**src/rtl/queue_pkg.sv**
```systemverilog
// Shared widths and types for the byte queue that sits behind the deserializer.
package queue_pkg;
  localparam int QUEUE_DATA_W = 8;
  localparam int QUEUE_DEPTH  = 8;

  typedef logic [QUEUE_DATA_W-1:0]        byte_t;
  typedef logic [$clog2(QUEUE_DEPTH)-1:0] qptr_t;
endpackage

```
**src/rtl/rise_detect.sv**
```systemverilog
// Turns a level request into a single-cycle pulse on its rising edge.
module rise_detect (
  input  logic clock_1MHz,
  input  logic rst,
  input  logic sig_in,
  output logic pulse_out
);
  logic sig_q;

  always_ff @(posedge clock_1MHz or posedge rst) begin
    if (rst) sig_q <= 1'b0;
    else     sig_q <= sig_in;
  end

  // Combinational so the event is consumed on the very edge that sees the rise.
  assign pulse_out = sig_in & ~sig_q;
endmodule

```
**src/rtl/byte_queue.sv**
```systemverilog
// Circular byte FIFO fed by the deserializer; exposes occupancy and full/empty flags.
module byte_queue
  import queue_pkg::*;
#(
  parameter int DATA_W = QUEUE_DATA_W,
  parameter int DEPTH  = QUEUE_DEPTH,
  parameter int CNT_W  = $clog2(DEPTH) + 1
) (
  input  logic              clock_1MHz,
  input  logic              rst,
  input  logic [DATA_W-1:0] data_in,
  input  logic              enqueue_in,
  input  logic              dequeue_in,
  output logic [DATA_W-1:0] data_out,
  output logic              deq_valid_out,
  output logic [CNT_W-1:0]  len_out,
  output logic              full_out,
  output logic              empty_out,
  output logic              error_out
);
  localparam int PTR_W = $clog2(DEPTH);

  // Request semantics: each rising edge of enqueue_in/dequeue_in is one request.
  // A request is either accepted (enqueue stores data_in, dequeue updates data_out
  // with a deq_valid_out pulse) or rejected with a one-cycle error_out pulse.
  // There is no back-pressure; the requester watches full_out/empty_out.
  logic enq_ev, deq_ev;
  logic enq_ok, deq_ok;

  logic [DATA_W-1:0] mem [DEPTH];
  logic [PTR_W-1:0]  wr_ptr, rd_ptr;
  logic [CNT_W-1:0]  len;

  rise_detect u_enq_rise (
    .clock_1MHz (clock_1MHz),
    .rst        (rst),
    .sig_in     (enqueue_in),
    .pulse_out  (enq_ev)
  );

  rise_detect u_deq_rise (
    .clock_1MHz (clock_1MHz),
    .rst        (rst),
    .sig_in     (dequeue_in),
    .pulse_out  (deq_ev)
  );

  assign full_out  = (len == CNT_W'(DEPTH));
  assign empty_out = (len == '0);
  assign len_out   = len;

  // A full queue still takes a byte when a dequeue frees a slot on the same edge;
  // an empty queue never bypasses the incoming byte to data_out.
  assign deq_ok = deq_ev & ~empty_out;
  assign enq_ok = enq_ev & (~full_out | deq_ok);

  always_ff @(posedge clock_1MHz) begin
    if (enq_ok) mem[wr_ptr] <= data_in;
  end

  always_ff @(posedge clock_1MHz or posedge rst) begin
    if (rst) begin
      wr_ptr        <= '0;
      rd_ptr        <= '0;
      len           <= '0;
      data_out      <= '0;
      deq_valid_out <= 1'b0;
      error_out     <= 1'b0;
    end else begin
      deq_valid_out <= deq_ok;
      error_out     <= (enq_ev & ~enq_ok) | (deq_ev & ~deq_ok);
      if (enq_ok) wr_ptr <= wr_ptr + PTR_W'(1);
      if (deq_ok) begin
        rd_ptr   <= rd_ptr + PTR_W'(1);
        data_out <= mem[rd_ptr];
      end
      case ({enq_ok, deq_ok})
        2'b10:   len <= len + CNT_W'(1);
        2'b01:   len <= len - CNT_W'(1);
        default: len <= len;
      endcase
    end
  end
endmodule
```
**config.mk**
```make
export PLATFORM = sky130hd
export DESIGN_NAME = byte_queue
export DESIGN_NICKNAME = d
export VERILOG_FILES = /design/src/rtl/queue_pkg.sv /design/src/rtl/rise_detect.sv /design/src/rtl/byte_queue.sv
export SDC_FILE = /design/constraint.sdc
export NUM_CORES = 1
export LEC_CHECK = 0
export CAP_MARGIN = 20
export CORE_MARGIN = 2
export CORE_UTILIZATION = 40
export CTS_CLUSTER_SIZE = 28
export DETAILED_ROUTE_END_ITERATION = 7
export GPL_ROUTABILITY_DRIVEN = 0
export HOLD_SLACK_MARGIN = 0.12
export SYNTH_ARGS = -nofsm -noshare
export SYNTH_HDL_FRONTEND = slang
export SYNTH_SLANG_ARGS = --single-unit
```
**constraint.sdc**
```tcl
create_clock -name clock_1MHz -period 2.91 [get_ports clock_1MHz]
set_input_delay 0.291 -clock clock_1MHz [delete_from_list [all_inputs] [get_ports clock_1MHz]]
set_output_delay 0.291 -clock clock_1MHz [all_outputs]
set_load 0.01 [all_outputs]
```
Word level (Yosys, flattened, before mapping)
Memory sizes are Yosys's and may differ from the RTL's. A register that Yosys moved wholly into a read port is not among the register bits.
Cells that the tools add are included.
{"block": "classes", "n_reduce_logical": 2, "eq_ne": 3, "magnitude_cmp": 0, "add_sub_neg": 4, "bitwise": 14, "shifts": 0, "n_mul": 0, "muxes": 3, "n_div": 0}
{"op": "4-bit one-hot mux with 2 select lines", "count": 1}
{"op": "3-bit by 1-bit adder with 3-bit output (second input constant)", "count": 2}
{"op": "1-bit AND", "count": 6}
{"op": "1-bit inverter", "count": 6}
{"op": "4-bit by 1-bit adder with 4-bit output (second input constant)", "count": 1}
{"op": "4-bit == test (second input constant)", "count": 1}
{"op": "4-bit zero test", "count": 1}
{"op": "4-bit by 1-bit subtractor with 4-bit output (second input constant)", "count": 1}
{"op": "2-bit by 1-bit == test with 1-bit output (second input constant)", "count": 1}
{"op": "2-bit == test (second input constant)", "count": 1}
{"op": "1-bit 2-to-1 mux", "count": 2}
{"op": "1-bit OR", "count": 2}
{"op": "2-bit nonzero test", "count": 1}
{"block": "totals", "input_bits": 12, "mem_count": 1, "rom_bits": 0, "latch_bits": 0, "ff_bits": 14, "mem_bits_rw": 64, "out_inout_bits": 16, "wordCells": 34}
{"name": "mem", "depth": 8, "word_bits": 8, "rd": 1, "rd_clocked_by_memory_dff": 1, "wr": 1, "line": "byte_queue.sv:30", "source": "logic [DATA_W-1:0] mem [DEPTH];"}

Depth between registers and ports, before layout
Gate-level depths: netlist (run 1).
{"block": "logic_depth", "word_depth": 8, "ltp_mapped": 9, "mapped_depth_nobuf": 8}

Hierarchy
From an unflattened synthesis (run 1), not the netlist that was laid out.
{"block": "unflattened", "cells_unflattened": 234, "area_unflattened_um2": 3595.9}
{"module": "byte_queue", "n_inst": 1, "cells_per_inst": 228, "area_per_inst_um2": 3510.9}
{"module": "rise_detect", "n_inst": 2, "cells_per_inst": 3, "area_per_inst_um2": 42.5}

Least setup slack after synthesis (run 1)
No wires, ideal clock.
{"block": "synth_path", "kind": "flip-flop to flip-flop", "startpoint": "register len[0], in the netlist len_out[0]", "endpoint": "register len[3], in the netlist len_out[3]", "path_slack_ns": 0.621, "synth_period_minus_slack_ns": 2.289, "setup_time_ns": 0.124, "path_stages_with_launch": 8, "arrival_ns": 2.165, "required_time_ns": 2.786, "n_path_buf": 0, "path_cell_list": "dfrtp_1 > nor4_4 > nor3_2 > ha_1 > a21o_1 > a21oi_1 > mux2i_1 > a211o_1"}
{"block": "synth_via", "elab_chain_len": 7}
{"item": "start, declared", "line": "byte_queue.sv:32", "source": "logic [CNT_W-1:0] len;"}
{"item": "start signal, assigned", "line": "byte_queue.sv:78", "source": "2'b10: len <= len + CNT_W'(1);"}
{"item": "start signal, assigned", "line": "byte_queue.sv:79", "source": "2'b01: len <= len - CNT_W'(1);"}
{"item": "start signal, assigned", "line": "byte_queue.sv:80", "source": "default: len <= len;"}
{"item": "4-bit zero test (*)", "line": "byte_queue.sv:49", "source": "assign empty_out = (len == '0);"}
{"item": "named net empty_out", "line": "byte_queue.sv:18", "source": "output logic empty_out,"}
{"item": "1-bit inverter (*)", "line": "byte_queue.sv:54", "source": "assign deq_ok = deq_ev & ~empty_out;"}
{"item": "1-bit AND (*)", "line": "byte_queue.sv:54"}
{"item": "1-bit OR", "line": "byte_queue.sv:55", "source": "assign enq_ok = enq_ev & (~full_out | deq_ok);"}
{"item": "1-bit AND", "line": "byte_queue.sv:55"}
{"item": "2-bit by 1-bit == test with 1-bit output or 2-bit == test (tied branches)", "line": "byte_queue.sv:77", "source": "case ({enq_ok, deq_ok})"}
{"item": "4-bit one-hot mux with 2 select lines or 2-bit nonzero test (tied branches)"}
Mark *: on every way through the listed nets, which the timed path passes. The rest lies on a longest branch.
A chain may end at the register's enable or synchronous reset.

Final worst setup path (run 1)
{"block": "layout_path", "startpoint": "register len[0], in the netlist len_out[0]", "endpoint": "output port full_out"}
{"block": "layout_via", "elab_chain_len": 1}
{"item": "4-bit == test", "line": "byte_queue.sv:48", "source": "assign full_out = (len == CNT_W'(DEPTH));"}
{"item": "end, declared", "line": "byte_queue.sv:17", "source": "output logic full_out,"}
Every way passes these cells.

==> flow_metrics.py, run 1 <==
metrics = {
    "layout": {
        "final_net_count": 259,
        "final_common_cell": "edfxtp_1",
        "n_fill_cell": 743,
        "diodes": 0,
        "area_delta_synth_final_pct": 19.1,
        "mostFrequentLayoutCells": "64 x edfxtp_1, 27 x clkdlybuf4s50_1, 22 x dfrtp_1",
        "drive_above_1_share_pct": 21.1,
    },
    "clock_tree": {
        "h-tree-depth": 3,
        "postCtsHoldBufs": 0,
        "clock_latency_ns": 0.36,
        "cts-root-buf": "clkbuf_8",
        "clkSinkCount": 86,
        "clockBufferDepth": 2,
        "cts_resized": 0,
        "cts_buffers": 9,
        "postCtsSetupRepairBufs": 0,
        "cts_tree": "done",
        "clk_pin_slew_ns": 0.09,
    },
    "pwr": {
        "p_total_mw": 3.84,
        "ir_worst_vdd_uv": 466,
        "pwr-share-clk_pct": 24.4,
        "combinationalPowerShare_pct": 30.0,
        "p_int_mw": 2.67,
        "p_switching_mw": 1.16,
        "pwr-share-seq_pct": 45.6,
        "power.density_nw_per_um2": 912,
        "power_leakage_nw": 1.51,
        "p_sw_share_pct": 30.3,
    },
    "worst_hold_path": {
        "hold_depth": 1,
        "hp-class": "primary input to flop",
        "hold_start": "dequeue_in",
        "holdPathEnd": "u_deq_rise.sig_q",
    },
    "sta": {
        "slew_viol_final": 0,
        "rsz0062_at_grt": "no",
        "finalCritPeriodShare_pct": 84.3,
        "hold_viol": 0,
        "clock_skew_ns": 0.0134,
        "finalSetupViolCount": 0,
        "finalSetupTns_ns": 0,
        "max_freq_mhz": 408,
        "slew_headroom_pct": 41.2,
        "worstMarginPinSlew_ns": 0.882,
        "fin_ws_ns": 0.458,
        "finalCriticalPeriod_ns": 2.45,
    },
    "critical_path": {
        "critical_path_class": "flop to primary output",
        "r2r-end": "len_out[3]",
        "crit_fanout": 6,
        "end_kind": "primary output",
        "worstReg2RegStart": "len_out[3]",
        "cp_data_required_time_ns": 2.62,
        "reg2reg_depth": 7,
        "worstSetupStartpoint": "len_out[0]",
        "start_kind": "flop",
        "r2r_setup_slack_ns": 0.72,
        "critPathArrivalTime_ns": 2.16,
    },
    "grt": {
        "grt_max_degree": 23,
        "grt_antenna_before_repair": 0,
        "grt_pass1_wl_mm": 9.56,
        "grt_usage_pct": 13.6,
        "grt_pass1_vias": 1778,
        "gr-total-overflow": 0,
    },
    "drt": {
        "dr.pass1.iters": 4,
        "first_iter_violations": 136,
        "vias": 1780,
        "post_drt_via_cell_ratio": 5.01,
        "wl_per_cell_um": 16.8,
        "wl_mm": 5.95,
        "drcViolationCount": 0,
        "ant_nets": 0,
    },
    "yosys": {
        "ys_types": 35,
        "syn_area_per_cell_um2": 17.6,
        "yosysWarnings": 0,
        "syn_inst": 201,
        "ys_ff_latch": 86,
        "seq_area_frac_synth_pct": 70.0,
        "syn_nets": 218,
        "syn_area_um2": 3530,
    },
    "placed_design": {
        "hpwl_mm": 3.90,
        "post-place-ws_ns": 0.480,
        "io_buffers": 27,
    },
    "floorplan": {
        "fp.dieH_um": 98.0,
        "ioPinCount": 28,
        "die_w_um": 98.0,
        "dieArea_um2": 9600,
        "core_area_um2": 8640,
        "start_util_pct": 40.9,
        "num_rows": 34,
    },
    "run": {
        "maxCapViolations": 0,
    },
    "run_status": {
        "outcome": "finished, final reports clean",
    },
}
critical path: stages, from the launching register on:
cell and delay, ns:
dfrtp_1 0.47, nor3_1 0.59, and2_1 0.21, clkdlybuf4s50_1 0.53
metal layers:
layer	track usage, %	up-vias	routed length (um)
met1	17.6	893	2580
li1	-	847	-
met5	0	-	0
met2	21.7	31	3040
met4	5.45	0	85
met3	4.01	9	245
cell families (layout without fill, tap and decap cells):
kind of cell / count (synthesis) / in the layout / synth area share (%)
xor gates and xnor gates: 7 / 7 / 1.74
DFF: 86 / 86 / 70.0
adders and majority gates: 5 / 5 / 1.98
buffers and inverters: 16 / 62 / 2.27
and+or+nand+nor: 38 / 38 / 5.70
AOI/OAI and AO/OA: 20 / 20 / 4.14
muxes: 29 / 29 / 14.2
metrics by stage:
| stage | util (%) | hold slack (ns) | cells | instance area [um^2] |
|---|---|---|---|---|
| after floorplan | - | 0.280 | 201 | 3530 |
| after global placement | 46.1 | 0.509 | 339 | 3980 |
| after detailed placement | 46.1 | 0.513 | 339 | 3980 |
| after CTS | 48.7 | 0.394 | 355 | 4210 |
| after global routing | 48.7 | 0.404 | 355 | 4210 |
| final | 48.7 | 0.409 | 355 | 4210 |
registers in the layout, summed over array words and instances (netlist names), 3 cells and up:
name	flops
len_out	4
rd_ptr	3
data_out	8
mem	64
wr_ptr	3
cells in the mapped netlist:
library cell	n	area, um^2
edfxtp_1	64	1920
dfrtp_1	22	551
nor2_1	17	63.8
mux4_2	16	360
a21oi_1	11	55.1
mux2i_1	11	110
inv_1	6	22.5
nand2_1	5	18.8
buf_2	4	20.0
ha_1	4	50.1
nand2b_1	4	25.0
xor2_1	4	35.0
nor3_1	3	15.0
xnor2_1	3	26.3
a22oi_1	2	15.0
and2_1	2	12.5
buf_4	2	15.0
clkbuf_1	2	7.51
mux2_4	2	30.0
o21ai_0	2	10.0
a211o_1	1	8.76
a21o_1	1	7.51
a221oi_2	1	15.0
a2bb2oi_1	1	8.76
a311oi_4	1	26.3
and4b_1	1	10.0
buf_1	1	3.75
buf_6	1	11.3
fa_1	1	20.0
nand3_1	1	5.00
nand3b_1	1	7.51
nor2_2	1	6.26
nor2b_1	1	6.26
nor3_2	1	10.0
nor4_4	1	21.3
final cells by class:
class / instances / area [um^2] / share of cell area (%)
tap: 108 / 135 / 3.21
sequential: 86 / 2470 / 58.8
clock buffer: 9 / 124 / 2.95
inverter: 6 / 22.5 / 0.536
multi-input combinational: 99 / 980 / 23.3
clock inverter: 7 / 104 / 2.47
timing repair buffer: 40 / 368 / 8.75
how the worst max path moves through the flow:
stage	to	slack, ns	depth (start not counted)
detailed placement	len_out[3]	0.48	8
global route	full_out	0.33	3
global placement	len_out[3]	0.55	8
floorplan	len_out[3]	0.62	7
CTS	full_out	0.42	3
finish	full_out	0.46	3
power groups by stage:
| stage | Sequential [mW] | Combinational [mW] | Clock (mW) |
|---|---|---|---|
| after floorplan | 1.70 | 0.840 | 0 |
| after global placement | 1.78 | 1.16 | 0 |
| after detailed placement | 1.79 | 1.17 | 0 |
| after CTS | 1.76 | 1.18 | 0.969 |
| after global routing | 1.79 | 1.28 | 1.01 |
| final | 1.75 | 1.15 | 0.937 |
No activity file was read; power rests on OpenSTA's default activity.
==> run 2, diff against run 1 <==
Clock period 2.91 ns to 2.4 ns, I/O delays scaled along.
==> flow_metrics.py, run 2 (synthesis results as in run 1) <==
metrics = {
    "run_status": {
        "outcome": "finished, final reports clean",
    },
    "pwr": {
        "p_sw_share_pct": 31.9,
        "p_int_mw": 3.11,
        "p_total_mw": 4.58,
        "combinationalPowerShare_pct": 33.0,
        "pwr-share-clk_pct": 20.4,
        "p_switching_mw": 1.46,
        "pwr-share-seq_pct": 46.6,
        "power_leakage_nw": 1.56,
        "power.density_nw_per_um2": 1070,
        "ir_worst_vdd_uv": 425,
    },
    "critical_path": {
        "critPathArrivalTime_ns": 1.94,
        "crit_fanout": 5,
        "cp_data_required_time_ns": 2.16,
        "crit_top_cell": "buf_4",
        "path_cells": "buf_4 -> nor3_1 -> buf_4 -> and2_1 -> clkdlybuf4s50_1",
        "end_kind": "primary output",
        "start_kind": "flop",
        "slowest_delay_ns": 0.52,
        "slowest_stage": "clkdlybuf4s50_1",
        "critical_path_class": "flop to primary output",
    },
    "worst_hold_path": {
        "hp-class": "primary input to async pin",
    },
    "placed_design": {
        "post-place-ws_ns": 0.109,
        "hpwl_mm": 4.56,
        "placed_cell_area_um2": 4100,
        "io_buffers": 27,
    },
    "layout": {
        "final_common_cell": "edfxtp_1",
        "diodes": 0,
        "finalInstanceArea_um2": 4280,
        "final_net_count": 273,
        "multi_input_area_um2": 980,
        "area_delta_synth_final_pct": 21.0,
        "largest_reg_flops": 64,
        "n_fill_cell": 745,
        "regArea_um2": 2470,
        "top_register": "mem",
        "drive_above_1_share_pct": 24.9,
        "mostFrequentLayoutCells": "64 x edfxtp_1, 27 x clkdlybuf4s50_1, 26 x buf_4",
    },
    "drt": {
        "wl_per_cell_um": 17.8,
        "drcViolationCount": 0,
        "post_drt_via_cell_ratio": 5.14,
        "vias": 1898,
        "first_iter_violations": 137,
        "ant_nets": 0,
        "dr.pass1.iters": 4,
        "wl_mm": 6.55,
    },
    "sta": {
        "finalSetupViolCount": 0,
        "slew_viol_final": 0,
        "hold_viol": 0,
        "fin_ws_ns": 0.224,
        "worstMarginPinSlew_ns": 0.804,
        "finalCritPeriodShare_pct": 90.7,
        "max_freq_mhz": 460,
        "rsz0062_at_grt": "no",
        "slew_headroom_pct": 46.4,
        "finalSetupTns_ns": 0,
        "finalCriticalPeriod_ns": 2.18,
        "holdWs_ns": 0.228,
        "clock_skew_ns": 0.0133,
    },
    "floorplan": {
        "ioPinCount": 28,
        "num_rows": 34,
        "fp.dieH_um": 98.0,
        "dieArea_um2": 9600,
        "core_area_um2": 8640,
        "start_util_pct": 40.9,
        "die_w_um": 98.0,
    },
    "run": {
        "maxCapViolations": 0,
    },
    "grt": {
        "grt_pass1_vias": 2010,
        "grt_usage_pct": 15.2,
        "gr-total-overflow": 0,
        "grt_pass1_wl_mm": 10.8,
        "grt_antenna_before_repair": 0,
        "grt_max_degree": 23,
    },
    "clock_tree": {
        "cts_resized": 0,
        "clkSinkCount": 86,
        "postCtsHoldBufs": 0,
        "cts_tree": "done",
        "cts_buffers": 9,
        "postCtsSetupRepairBufs": 0,
        "clk_pin_slew_ns": 0.09,
        "h-tree-depth": 3,
        "cts-root-buf": "clkbuf_8",
        "clock_latency_ns": 0.35,
        "clockBufferDepth": 2,
    },
}
[run 2: cell types whose count changed in the layout (fill, tap and decap cells not counted)]
cell and change:
clkinvlp_4 +2, inv_6 -2, buf_12 +1, bufinv_16 -2
inv_8 +1, buf_4 +13, clkinv_1 +1
[run 2: critical path: cells and delay by family, from the launching register on]
| kind | cells | cell delay (ns) |
|---|---|---|
| buffers and inverters | 3 | 0.86 |
| and+or+nand+nor | 2 | 0.30 |
| DFF | 1 | 0.42 |
[run 2: power groups by stage]
stage / registers, mW / logic, mW / clock network (mW)
detailed placement: 2.18 / 1.53 / 0
global placement: 2.17 / 1.51 / 0
floorplan: 2.06 / 1.02 / 0
finish: 2.13 / 1.51 / 0.935
CTS: 2.14 / 1.53 / 0.979
global route: 2.17 / 1.65 / 1.04
[run 2: through the flow]
step           cells  util [%]
3_3_place_gp     353      47.4
5_1_grt          369      49.5
2_1_floorplan    201         -
4_1_cts          369      49.5
3_5_place_dp     353      47.4
6_report         369      49.5
[run 2: layer usage]
metal / track usage [%] / vias to the layer above / wire [um]
met4: 7.26 / 0 / 66
met2: 25.0 / 40 / 3420
met1: 19.3 / 975 / 2830
met3: 3.01 / 6 / 237
met5: 0 / - / 0
li1: - / 877 / -
[run 2: final timing paths]
check / to / slack, ns / startpoint / cells past startpoint
setup / recovery: full_out / 0.22 / len_out[0] / 5
hold / removal: data_out[6] / 0.23 / rst / 3
setup reg to reg: len_out[3] / 0.28 / len_out[1] / 7
hold reg to reg: data_out[7] / 0.53 / data_out[7] / 2
max in group asynchronous: data_out[4] / 1.92 / rst / 3
min in group clock_1MHz: u_deq_rise.sig_q / 0.36 / dequeue_in / 1
[run 2: layout make-up]
type	count	share of cell area (%)
multi-input combinational	99	22.9
tap	108	3.16
inverter	6	0.527
clock inverter	7	1.32
timing repair buffer	54	11.4
clock buffer	9	2.90
sequential	86	57.8
